<file path="src/rtl/prach_buffer_rd.sv">
// PRACH capture-buffer reader: picks a ready channel round-robin, streams its frame
// through a credit-limited read pipe and skid FIFO, then acknowledges the buffer.
module prach_buffer_rd #(
  parameter int unsigned NUM_CH     = 4,
  parameter int unsigned FRAME_LEN  = 1536,
  parameter int unsigned RD_LAT     = 3,
  parameter int unsigned FIFO_DEPTH = 8
) (
  input  logic                 clk,
  input  logic                 rst_n,
  input  logic [NUM_CH-1:0]    done_req,
  output logic [NUM_CH-1:0]    done_ack,
  output logic [10:0]          rd_addr,
  output logic [NUM_CH-1:0]    rd_en,
  input  logic [NUM_CH*32-1:0] rd_data,
  output logic [31:0]          dout_data,
  output logic                 dout_valid,
  input  logic                 dout_ready,
  output logic [7:0]           dout_chn,
  output logic                 dout_last,
  output logic                 busy
);
  localparam int unsigned AW    = 11;
  localparam int unsigned CH_W  = (NUM_CH > 1) ? $clog2(NUM_CH) : 1;
  localparam int unsigned PTR_W = (FIFO_DEPTH > 1) ? $clog2(FIFO_DEPTH) : 1;
  localparam int unsigned CNT_W = $clog2(FIFO_DEPTH + RD_LAT + 2) + 1;
  localparam logic [AW-1:0] LAST_ADDR = AW'(FRAME_LEN - 1);

  typedef enum logic [1:0] {S_IDLE, S_READ, S_DRAIN, S_ACK} state_e;

  typedef struct packed {
    logic        last;
    logic [31:0] data;
  } word_t;

  state_e            state_q, state_d;
  logic [NUM_CH-1:0] rd_en_q, rd_en_d, done_ack_q, done_ack_d;
  logic [AW-1:0]     rd_addr_q, rd_addr_d;
  logic [CH_W-1:0]   cur_ch_q, cur_ch_d, rr_ptr_q, rr_ptr_d, sel_ch;
  logic              busy_q, busy_d, sel_found, credit_ok, drained;
  logic [CNT_W-1:0]  inflight, fifo_cnt_q;
  logic [RD_LAT-1:0] vld_q, last_q;
  logic [PTR_W-1:0]  wr_ptr_q, rd_ptr_q;
  word_t             mem_q [FIFO_DEPTH];
  word_t             push_word;
  logic              push, pop;

  // First pending request at or after rr_ptr, cyclically
  always_comb begin
    int unsigned idx;
    idx       = 0;
    sel_found = 1'b0;
    sel_ch    = '0;
    for (int unsigned i = 0; i < NUM_CH; i++) begin
      idx = (32'(rr_ptr_q) + i) % NUM_CH;
      if (!sel_found && done_req[CH_W'(idx)]) begin
        sel_found = 1'b1;
        sel_ch    = CH_W'(idx);
      end
    end
  end

  // The read being presented this cycle counts as in flight, so the FIFO can never overflow
  always_comb begin
    inflight = CNT_W'(|rd_en_q);
    for (int unsigned i = 0; i < RD_LAT; i++) begin
      inflight = inflight + CNT_W'(vld_q[i]);
    end
    credit_ok = (inflight + fifo_cnt_q) < CNT_W'(FIFO_DEPTH);
    drained   = (inflight == '0) && (fifo_cnt_q == '0);
  end

  always_ff @(posedge clk) begin
    if (!rst_n) state_q <= S_IDLE;
    else        state_q <= state_d;
  end

  always_comb begin
    state_d = state_q;
    case (state_q)
      S_IDLE:  if (sel_found) state_d = S_READ;
      S_READ:  if (rd_addr_q == LAST_ADDR) state_d = S_DRAIN;
      S_DRAIN: if (drained) state_d = S_ACK;
      S_ACK:   state_d = S_IDLE;
      default: state_d = S_IDLE;
    endcase
  end

  // Next values of the registered outputs; the first read is issued on entry to READ
  always_comb begin
    rd_en_d    = '0;
    rd_addr_d  = rd_addr_q;
    done_ack_d = '0;
    cur_ch_d   = cur_ch_q;
    rr_ptr_d   = rr_ptr_q;
    busy_d     = (state_d != S_IDLE);
    case (state_q)
      S_IDLE: begin
        if (sel_found) begin
          cur_ch_d  = sel_ch;
          rd_addr_d = '0;
          rd_en_d   = NUM_CH'(1) << sel_ch;
        end
      end
      S_READ: begin
        if (rd_addr_q != LAST_ADDR && credit_ok) begin
          rd_addr_d = rd_addr_q + AW'(1);
          rd_en_d   = NUM_CH'(1) << cur_ch_q;
        end
      end
      S_DRAIN: begin
        if (state_d == S_ACK) done_ack_d = NUM_CH'(1) << cur_ch_q;
      end
      S_ACK: begin
        rr_ptr_d = (cur_ch_q == CH_W'(NUM_CH - 1)) ? '0 : cur_ch_q + CH_W'(1);
      end
      default: ;
    endcase
  end

  always_ff @(posedge clk) begin
    if (!rst_n) begin
      rd_en_q    <= '0;
      rd_addr_q  <= '0;
      done_ack_q <= '0;
      cur_ch_q   <= '0;
      rr_ptr_q   <= '0;
      busy_q     <= 1'b0;
    end else begin
      rd_en_q    <= rd_en_d;
      rd_addr_q  <= rd_addr_d;
      done_ack_q <= done_ack_d;
      cur_ch_q   <= cur_ch_d;
      rr_ptr_q   <= rr_ptr_d;
      busy_q     <= busy_d;
    end
  end

  always_ff @(posedge clk) begin
    if (!rst_n) begin
      vld_q  <= '0;
      last_q <= '0;
    end else begin
      vld_q[0]  <= |rd_en_q;
      last_q[0] <= (rd_addr_q == LAST_ADDR);
      for (int unsigned i = 1; i < RD_LAT; i++) begin
        vld_q[i]  <= vld_q[i-1];
        last_q[i] <= last_q[i-1];
      end
    end
  end

  // Unselected buffers return zero, so OR-ing all slices yields the active channel's word
  always_comb begin
    push_word      = '0;
    push_word.last = last_q[RD_LAT-1];
    for (int unsigned c = 0; c < NUM_CH; c++) begin
      push_word.data = push_word.data | rd_data[32*c +: 32];
    end
  end

  assign push = vld_q[RD_LAT-1];
  assign pop  = dout_valid && dout_ready;

  always_ff @(posedge clk) begin
    if (!rst_n) begin
      wr_ptr_q   <= '0;
      rd_ptr_q   <= '0;
      fifo_cnt_q <= '0;
    end else begin
      if (push) wr_ptr_q <= (wr_ptr_q == PTR_W'(FIFO_DEPTH - 1)) ? '0 : wr_ptr_q + PTR_W'(1);
      if (pop)  rd_ptr_q <= (rd_ptr_q == PTR_W'(FIFO_DEPTH - 1)) ? '0 : rd_ptr_q + PTR_W'(1);
      if (push && !pop)      fifo_cnt_q <= fifo_cnt_q + CNT_W'(1);
      else if (!push && pop) fifo_cnt_q <= fifo_cnt_q - CNT_W'(1);
    end
  end

  always_ff @(posedge clk) begin
    if (push) mem_q[wr_ptr_q] <= push_word;
  end

  assign dout_valid = (fifo_cnt_q != '0);
  assign dout_data  = mem_q[rd_ptr_q].data;
  assign dout_last  = dout_valid && mem_q[rd_ptr_q].last;
  assign dout_chn   = 8'(cur_ch_q);
  assign rd_en      = rd_en_q;
  assign rd_addr    = rd_addr_q;
  assign done_ack   = done_ack_q;
  assign busy       = busy_q;

endmodule

</file>
<file path="config.mk">
export PLATFORM = sky130hd
export DESIGN_NAME = prach_buffer_rd
export DESIGN_NICKNAME = d
export VERILOG_FILES = /design/src/rtl/prach_buffer_rd.sv
export SDC_FILE = /design/constraint.sdc
export NUM_CORES = 1
export LEC_CHECK = 0
export BUFFER_PORTS_ARGS = -buffer_cell sky130_fd_sc_hd__buf_2
export CELL_PAD_IN_SITES_DETAIL_PLACEMENT = 1
export CELL_PAD_IN_SITES_GLOBAL_PLACEMENT = 1
export CORE_ASPECT_RATIO = 1.4
export CORE_MARGIN = 1
export CORE_UTILIZATION = 40
export CTS_CLUSTER_DIAMETER = 80
export DETAILED_ROUTE_END_ITERATION = 12
export PLACE_DENSITY_LB_ADDON = 0.1
export REMOVE_ABC_BUFFERS = 1
export SYNTH_ARGS = -nofsm -noshare
export SYNTH_HDL_FRONTEND = slang
export SYNTH_SLANG_ARGS = --single-unit
</file>
<file path="constraint.sdc">
create_clock -name clk -period 4 [get_ports clk]
set_input_delay 0 -clock clk [delete_from_list [all_inputs] [get_ports clk]]
set_output_delay 0 -clock clk [all_outputs]
set_load 0.01 [all_outputs]
</file>
==> results of run 1 <==
per-layer routing:
layer | up-vias | GRT usage | routed length [um]
met4 | 0 | 0.0500 | 476
met3 | 34 | 0.0255 | 1060
met5 | - | 0 | 0
li1 | 3272 | - | -
met2 | 162 | 0.343 | 15600
met1 | 3645 | 0.210 | 11200
kinds of logic (layout without fill, tap and decap cells):
group / Yosys count / in the layout / share of synthesized area
multiplexers: 101 / 101 / 0.151
other: 1 / 6 / 0.000302
flip-flops: 310 / 310 / 0.713
XOR/XNOR: 4 / 4 / 0.00282
adder cells (fa/ha/maj): 19 / 19 / 0.0204
AO/OA/AOI/OAI: 56 / 56 / 0.0310
AND/OR/NAND/NOR: 138 / 138 / 0.0665
buffers and inverters: 39 / 336 / 0.0151
worst min-delay path by stage:
stage / startpoint / endpoint / slack [ns] / cells past startpoint
after global placement: dout_ready / register / 0.33 / 3
final: done_req[2] / rd_en[2]$_SDFF_PN0_ / 0.09 / 5
after floorplan: rst_n / rd_addr[0]$_SDFFE_PN0P_ / 0.12 / 1
after CTS: done_req[2] / rd_en[2]$_SDFF_PN0_ / 0.07 / 5
after detailed placement: dout_ready / register / 0.35 / 3
after global routing: done_req[2] / rd_en[3]$_SDFF_PN0_ / 0.13 / 5
cell usage in the layout (no fill, tap or decap), types with 3 or more instances in the layout:
cell type,synthesis,layout
mux2i_1,3,3
and3_1,6,6
nand2_1,22,22
inv_1,8,8
xnor2_1,3,3
clkinv_2,0,8
and2_1,14,14
nor3_1,7,5
o21ai_0,7,7
clkbuf_16,0,30
dfxtp_1,46,43
nor2_4,0,6
conb_1,1,6
a22oi_1,4,4
or4_1,40,40
dlygate4sd3_1,0,70
clkbuf_1,13,8
nor2b_1,9,9
o21a_1,7,7
a21oi_1,13,13
clkbuf_8,0,7
edfxtp_1,264,264
mux4_2,66,66
a21boi_0,6,6
nor2_1,16,10
or3_1,3,3
nand2b_1,5,5
nand3_1,7,7
buf_2,9,190
mux2_2,32,32
ha_1,17,17
buf_4,6,11
o31ai_1,5,5
power groups by stage:
stage / Clock [W] / Combinational (W) / Sequential, W
detailed placement: 0 / 0.00121 / 0.00380
global route: 0.00298 / 0.00135 / 0.00375
CTS: 0.00288 / 0.00126 / 0.00374
global placement: 0 / 0.00118 / 0.00380
floorplan: 0 / 0.000839 / 0.00377
finish: 0.00279 / 0.00123 / 0.00372
sequential cells by signal, indices dropped and copies added (netlist names), named ones only:
| name | flops |
|---|---|
| last_q | 3 |
| cur_ch_q | 2 |
| fifo_cnt_q | 5 |
| rd_ptr_q | 3 |
| mem_q | 264 |
| rr_ptr_q | 2 |
| wr_ptr_q | 3 |
| vld_q | 3 |
| rd_addr | 11 |
| rd_en | 4 |
| state_q | 2 |
| busy | 1 |
| done_ack | 4 |
cell usage after synthesis (2+ instances only):
library cell / instances / area, um^2
xnor2_1: 3 / 26.3
o22ai_1: 2 / 12.5
nand3_1: 7 / 35.0
mux2_2: 32 / 360
nand2b_1: 5 / 31.3
mux2i_1: 3 / 30.0
a21boi_0: 6 / 45.0
a21o_1: 2 / 15.0
o21a_1: 7 / 52.6
dfxtp_1: 46 / 921
inv_1: 8 / 30.0
o21ai_0: 7 / 35.0
and2_1: 14 / 87.6
nor2b_1: 9 / 56.3
or4_1: 40 / 300
buf_1: 2 / 7.51
edfxtp_1: 264 / 7930
buf_4: 6 / 45.0
ha_1: 17 / 213
o31a_1: 2 / 17.5
fa_1: 2 / 40.0
buf_2: 9 / 45.0
clkbuf_1: 13 / 48.8
nor3_1: 7 / 35.0
nor2_1: 16 / 60.1
nand2_1: 22 / 82.6
and3_1: 6 / 37.5
a21oi_1: 13 / 65.1
mux4_2: 66 / 1490
or3_1: 3 / 18.8
o31ai_1: 5 / 37.5
a22oi_1: 4 / 30.0
worst register-to-register path, stage by stage (launching register included):
cell and delay, ns:
dfxtp_1 0.31, or4_1 0.57, fa_1 0.46, ha_1 0.19
ha_1 0.29, ha_1 0.28, nand4_1 0.11, a21oi_1 0.23
o21ai_2 0.27, or4_1 0.60, a21oi_1 0.15
area by class of cell:
| cell class | count | area [um^2] | area share |
|---|---|---|---|
| Clock buffer | 45 | 877 | 0.0563 |
| Clock inverter | 11 | 116 | 0.00747 |
| Inverter | 8 | 30.0 | 0.00193 |
| Multi-Input combinational cell | 324 | 3450 | 0.222 |
| Sequential cell | 310 | 8860 | 0.569 |
| Tap cell | 390 | 488 | 0.0313 |
| Timing Repair Buffer | 272 | 1750 | 0.113 |
repair_timing:
| item | 4_1_cts | 5_1_grt |
|---|---|---|
| endpoints found under the setup margin | 0 | 0 |
| hold buffers | 70 | 0 |
| buffers inserted | 0 | 0 |
| endpoints found under the hold margin | 284 | 0 |
per-stage QoR:
step	hold WS, ns	cell area, um^2	power, W	setup slack [ns]
2_1_floorplan	0.117	12300	0.00461	0.250
3_3_place_gp	0.329	13900	0.00498	0.612
3_5_place_dp	0.347	13900	0.00502	0.476
4_1_cts	0.0690	15600	0.00787	0.447
5_1_grt	0.130	15600	0.00808	0.295
6_report	0.0919	15600	0.00775	0.471
==> flow_metrics.env, run 1 <==
export IMPL_yosys_most_used_dff="edfxtp_1"
export IMPL_clock_latency_ns=0.55
export IMPL_clock_sinks=310
export IMPL_seq_power_share=0.480
export IMPL_timing_max_cap_violations=0
export IMPL_finalSetupViolCount=0
export IMPL_syn_area_um2=12400
export IMPL_instances_no_fill=1360
export IMPL_ys_ff_latch=310
export IMPL_die_h_um=210
export IMPL_clk_path_buf_depth=3
export IMPL_powerDensity_nw_per_um2=498
export IMPL_area_delta_synth_final_pct=25.5
export IMPL_dp_cells=1234
export IMPL_globalplace_congestion=0.793
export IMPL_nNetsFinal=1100
export IMPL_grt_pass1_wl_mm=43.3
export IMPL_cp_cell_sequence="or4_1 -> fa_1 -> ha_1 -> ha_1 -> ha_1 -> nand4_1 -> a21oi_1 -> o21ai_2 -> or4_1 -> a21oi_1"
export IMPL_fmax_mhz=283
export IMPL_rsz0062_at_grt="false"
export IMPL_dp_hpwl_mm=17.5
export IMPL_skew_ns=0.0186
export IMPL_die_w_um=151
export IMPL_switchingPower_w=0.00185
export IMPL_drt_initial_drc_count=226
export IMPL_drc=0
export IMPL_cp_common_cell="ha_1"
export IMPL_portBuffers=190
export IMPL_dieArea_um2=31800
export IMPL_synth_warnings=0
export IMPL_numCtsBuffers=30
export IMPL_pwr_share_comb=0.159
export IMPL_io_pins=197
export IMPL_overflow=0
export IMPL_vias_per_cell=5.23
export IMPL_startpoint="rd_en[1]$_SDFF_PN0_"
export IMPL_start_kind="register"
export IMPL_max_stage_delay_ns=0.59
export IMPL_cts_tree="yes"
export IMPL_routed_wl_mm=28.3
export IMPL_timing_rr_end="rd_addr[7]$_SDFFE_PN0P_"
export IMPL_cts_clk_slew_worst_paths_ns=0.06
export IMPL_n_antenna_cell=0
export IMPL_cts_resized_gates=0
export IMPL_n_fill_cell=2924
export IMPL_cp_arrival_ns=4.00
export IMPL_vias=7113
export IMPL_pwr_share_clk=0.360
export IMPL_leakagePower_nw=5.27
export IMPL_slew_violations=0
export IMPL_crit_required_ns=4.48
export IMPL_synth_cell_types=52
export IMPL_cp_num_buf_inv=0
export IMPL_post_route_period_util=0.882
export IMPL_p_sw_frac=0.239
export IMPL_outcome="finished, final reports clean"
export IMPL_core_um2=30600
export IMPL_postSynthAreaPerCell_um2=18.6
export IMPL_reg2reg_slack_ns=0.47
export IMPL_cts_root_buffer="clkbuf_16"
export IMPL_slew_headroom=0.295
export IMPL_std_cell_rows=76
export IMPL_fin_crit_ns=3.53
export IMPL_cp_top_family="simple AND/OR/NAND/NOR gates"
export IMPL_r2r_start="rd_en[1]$_SDFF_PN0_"
export IMPL_crit_slowest_cell="or4_1"
export IMPL_drive_above_1_share=0.379
export IMPL_synthArstFlopShare=0
export IMPL_grt_max_degree=67
export IMPL_hp_class="input pin to register"
export IMPL_worst_setup_path_type="register to register"
export IMPL_worst_setup_path_end_kind="register"
export IMPL_crit_cells=10
export IMPL_crit_fanout=19
export IMPL_hold_violations=0
export IMPL_cp_endpoint="rd_addr[7]$_SDFFE_PN0P_"
export IMPL_cts_htree_levels=1
export IMPL_synth_yosys_seq_area_share=0.713
export IMPL_antenna_found_initial=0
export IMPL_initial_core_util=0.405
export IMPL_final_util=0.509
export IMPL_intPower_w=0.00590
export IMPL_avgRoutedWirePerCell_um=20.8
export IMPL_grt_pass1_vias=7861
export IMPL_worst_pin_slew_ns=1.06
export IMPL_final_antenna_net_count=0
export IMPL_synth_enable_flop_cells=264
export IMPL_r2r_cells=10
export IMPL_synthCells=668
export IMPL_grt_usage=0.181
export IMPL_setup_tns_final_ns=0
export IMPL_dr_pass1_iters=7
export IMPL_vdd_ir_drop_max_v=0.000258
(Power assumes the default switching activity.)
==> run 2: changes to the inputs <==
--- a/config.mk
+++ b/config.mk
@@ -6,9 +6,7 @@
 export NUM_CORES = 1
 export LEC_CHECK = 0
 export BUFFER_PORTS_ARGS = -buffer_cell sky130_fd_sc_hd__buf_2
-export CELL_PAD_IN_SITES_DETAIL_PLACEMENT = 1
-export CELL_PAD_IN_SITES_GLOBAL_PLACEMENT = 1
-export CORE_ASPECT_RATIO = 1.4
+export CORE_ASPECT_RATIO = 1.5
 export CORE_MARGIN = 1
 export CORE_UTILIZATION = 40
 export CTS_CLUSTER_DIAMETER = 80
==> run 2 against run 1 <==
Clock skew down 0.0088 ns; final cell count up 0.59%; largest power group unchanged; clock power down 5%; highest routed layer unchanged; sequential share of layout area up 0.27 points; final area down 0.47%; die area about the same; register-to-register slack better by 0.04 ns; first-iteration DRC count up 100%.
==> flow_metrics.env, run 2 (synthesized netlist as in run 1, its figures left out) <==
export IMPL_clk_path_buf_depth=3
export IMPL_rsz0062_at_grt="false"
export IMPL_fmax_mhz=286
export IMPL_seqCellArea_um2=8860
export IMPL_die_h_um=218
export IMPL_switchingPower_w=0.00181
export IMPL_placed_area_um2=13900
export IMPL_final_cell_mix="264 x edfxtp_1, 190 x buf_2, 68 x dlygate4sd3_1"
export IMPL_multi_input_area_um2=3450
export IMPL_vias=7113
export IMPL_slew_violations=0
export IMPL_use_met1=0.196
export IMPL_core_um2=30400
export IMPL_antenna_found_initial=0
export IMPL_worst_setup_path_type="register to register"
export IMPL_leakagePower_nw=5.23
export IMPL_clock_sinks=310
export IMPL_start_kind="register"
export IMPL_drt_initial_drc_count=451
export IMPL_finalHoldWorstSlack_ns=0.0598
export IMPL_outcome="finished, final reports clean"
export IMPL_portBuffers=190
export IMPL_initial_core_util=0.409
export IMPL_cts_root_buffer="clkbuf_16"
export IMPL_vdd_ir_drop_max_v=0.000319
export IMPL_worst_setup_path_end_kind="register"
export IMPL_powerDensity_nw_per_um2=491
export IMPL_globalplace_congestion=0.801
export IMPL_grt_use_met3=0.0266
export IMPL_seq_power_share=0.490
export IMPL_setup_tns_final_ns=0
export IMPL_numCtsBuffers=30
export IMPL_worst_pin_slew_ns=1.04
export IMPL_cts_resized_gates=0
export IMPL_cts_setup_buffers=0
export IMPL_regMostFlops="mem_q"
export IMPL_die_w_um=146
export IMPL_pwr_share_clk=0.350
export IMPL_dr_pass1_iters=4
export IMPL_cts_htree_levels=1
export IMPL_drive_above_1_share=0.376
export IMPL_intPower_w=0.00579
export IMPL_p_total_w=0.00761
export IMPL_n_fill_cell=2533
export IMPL_vias_per_cell=5.20
export IMPL_cts_clk_slew_worst_paths_ns=0.06
export IMPL_met2_usage=0.322
export IMPL_dieArea_um2=31800
export IMPL_post_route_period_util=0.873
export IMPL_grt_pass1_wl_mm=41.4
export IMPL_avgRoutedWirePerCell_um=19.6
export IMPL_overflow=0
export IMPL_largest_reg_flops=264
export IMPL_crit_required_ns=4.49
export IMPL_clock_latency_ns=0.56
export IMPL_n_antenna_cell=0
export IMPL_cts_tree="yes"
export IMPL_nNetsFinal=1098
export IMPL_fin_crit_ns=3.49
export IMPL_pwr_share_comb=0.160
export IMPL_grt_busiest_layer="met2"
export IMPL_dp_cells=1244
export IMPL_hp_class="input pin to register"
export IMPL_timing_max_cap_violations=0
export IMPL_holdBufCountCts=68
export IMPL_finalSetupViolCount=0
export IMPL_dp_hpwl_mm=16.3
export IMPL_grt_pass1_vias=7615
export IMPL_p_sw_frac=0.238
export IMPL_std_cell_rows=78
export IMPL_hold_violations=0
export IMPL_routed_wl_mm=26.8
export IMPL_crit_fanout=19
export IMPL_instances_no_fill=1368
export IMPL_grt_max_degree=67
export IMPL_skew_ns=0.00982
export IMPL_grt_usage=0.171
export IMPL_area_delta_synth_final_pct=24.9
export IMPL_final_common_cell="edfxtp_1"
export IMPL_final_area_um2=15500
export IMPL_final_antenna_net_count=0
export IMPL_io_pins=197
export IMPL_cp_arrival_ns=3.98
export IMPL_slew_headroom=0.303
export IMPL_drc=0
run 2: cell types whose count changed in the layout (fill, tap and decap cells not counted), sizes merged:
| cell | before | now |
|---|---|---|
| dlygate4sd3 | 70 | 68 |
| bufinv | 2 | 1 |
| clkbuf | 45 | 46 |
run 2: layout make-up:
type / count / share of cell area
clock buffer: 46 / 0.0554
clock inverter: 10 / 0.00444
inverter: 8 / 0.00194
multi-input combinational: 324 / 0.223
sequential: 310 / 0.571
tap: 400 / 0.0323
timing repair buffer: 270 / 0.112
run 2: stage by stage:
step | utilization | worst slack (ns)
floorplan | - | 0.250
global placement | 0.458 | 0.599
detailed placement | 0.458 | 0.521
CTS | 0.511 | 0.504
global route | 0.511 | 0.368
finish | 0.511 | 0.509
run 2: routing by layer:
layer / share of wire / up-vias
met2: 0.54 / 205
met5: 0 / -
met4: 0.020 / 0
met3: 0.044 / 33
met1: 0.39 / 3607
li1: - / 3268
run 2: critical path, stage by stage, from the launching register on:
cell and delay, ns:
dfxtp_1 0.31, or4_1 0.56, fa_1 0.46, ha_1 0.20, ha_1 0.29, ha_1 0.28
nand4_1 0.10, a21oi_1 0.23, o21ai_2 0.25, or4_1 0.58, a21oi_1 0.16
run 2: power groups by stage:
| stage | combinational, W | sequential (W) | clock [W] |
|---|---|---|---|
| 2_1_floorplan | 0.000839 | 0.00377 | 0 |
| 3_3_place_gp | 0.00117 | 0.00381 | 0 |
| 3_5_place_dp | 0.00120 | 0.00381 | 0 |
| 4_1_cts | 0.00124 | 0.00374 | 0.00275 |
| 5_1_grt | 0.00132 | 0.00375 | 0.00286 |
| 6_report | 0.00122 | 0.00373 | 0.00266 |
run 2: final timing paths:
check                  startpoint                 endpoint  slack [ns]  cells after the start
max           rd_en[1]$_SDFF_PN0_  rd_addr[7]$_SDFFE_PN0P_        0.51                     10
min                   done_req[2]      rd_en[2]$_SDFF_PN0_        0.06                      5
max reg2reg   rd_en[1]$_SDFF_PN0_  rd_addr[7]$_SDFFE_PN0P_        0.51                     10
min reg2reg  last_q[0]$_SDFF_PN0_     last_q[1]$_SDFF_PN0_        0.44                      1
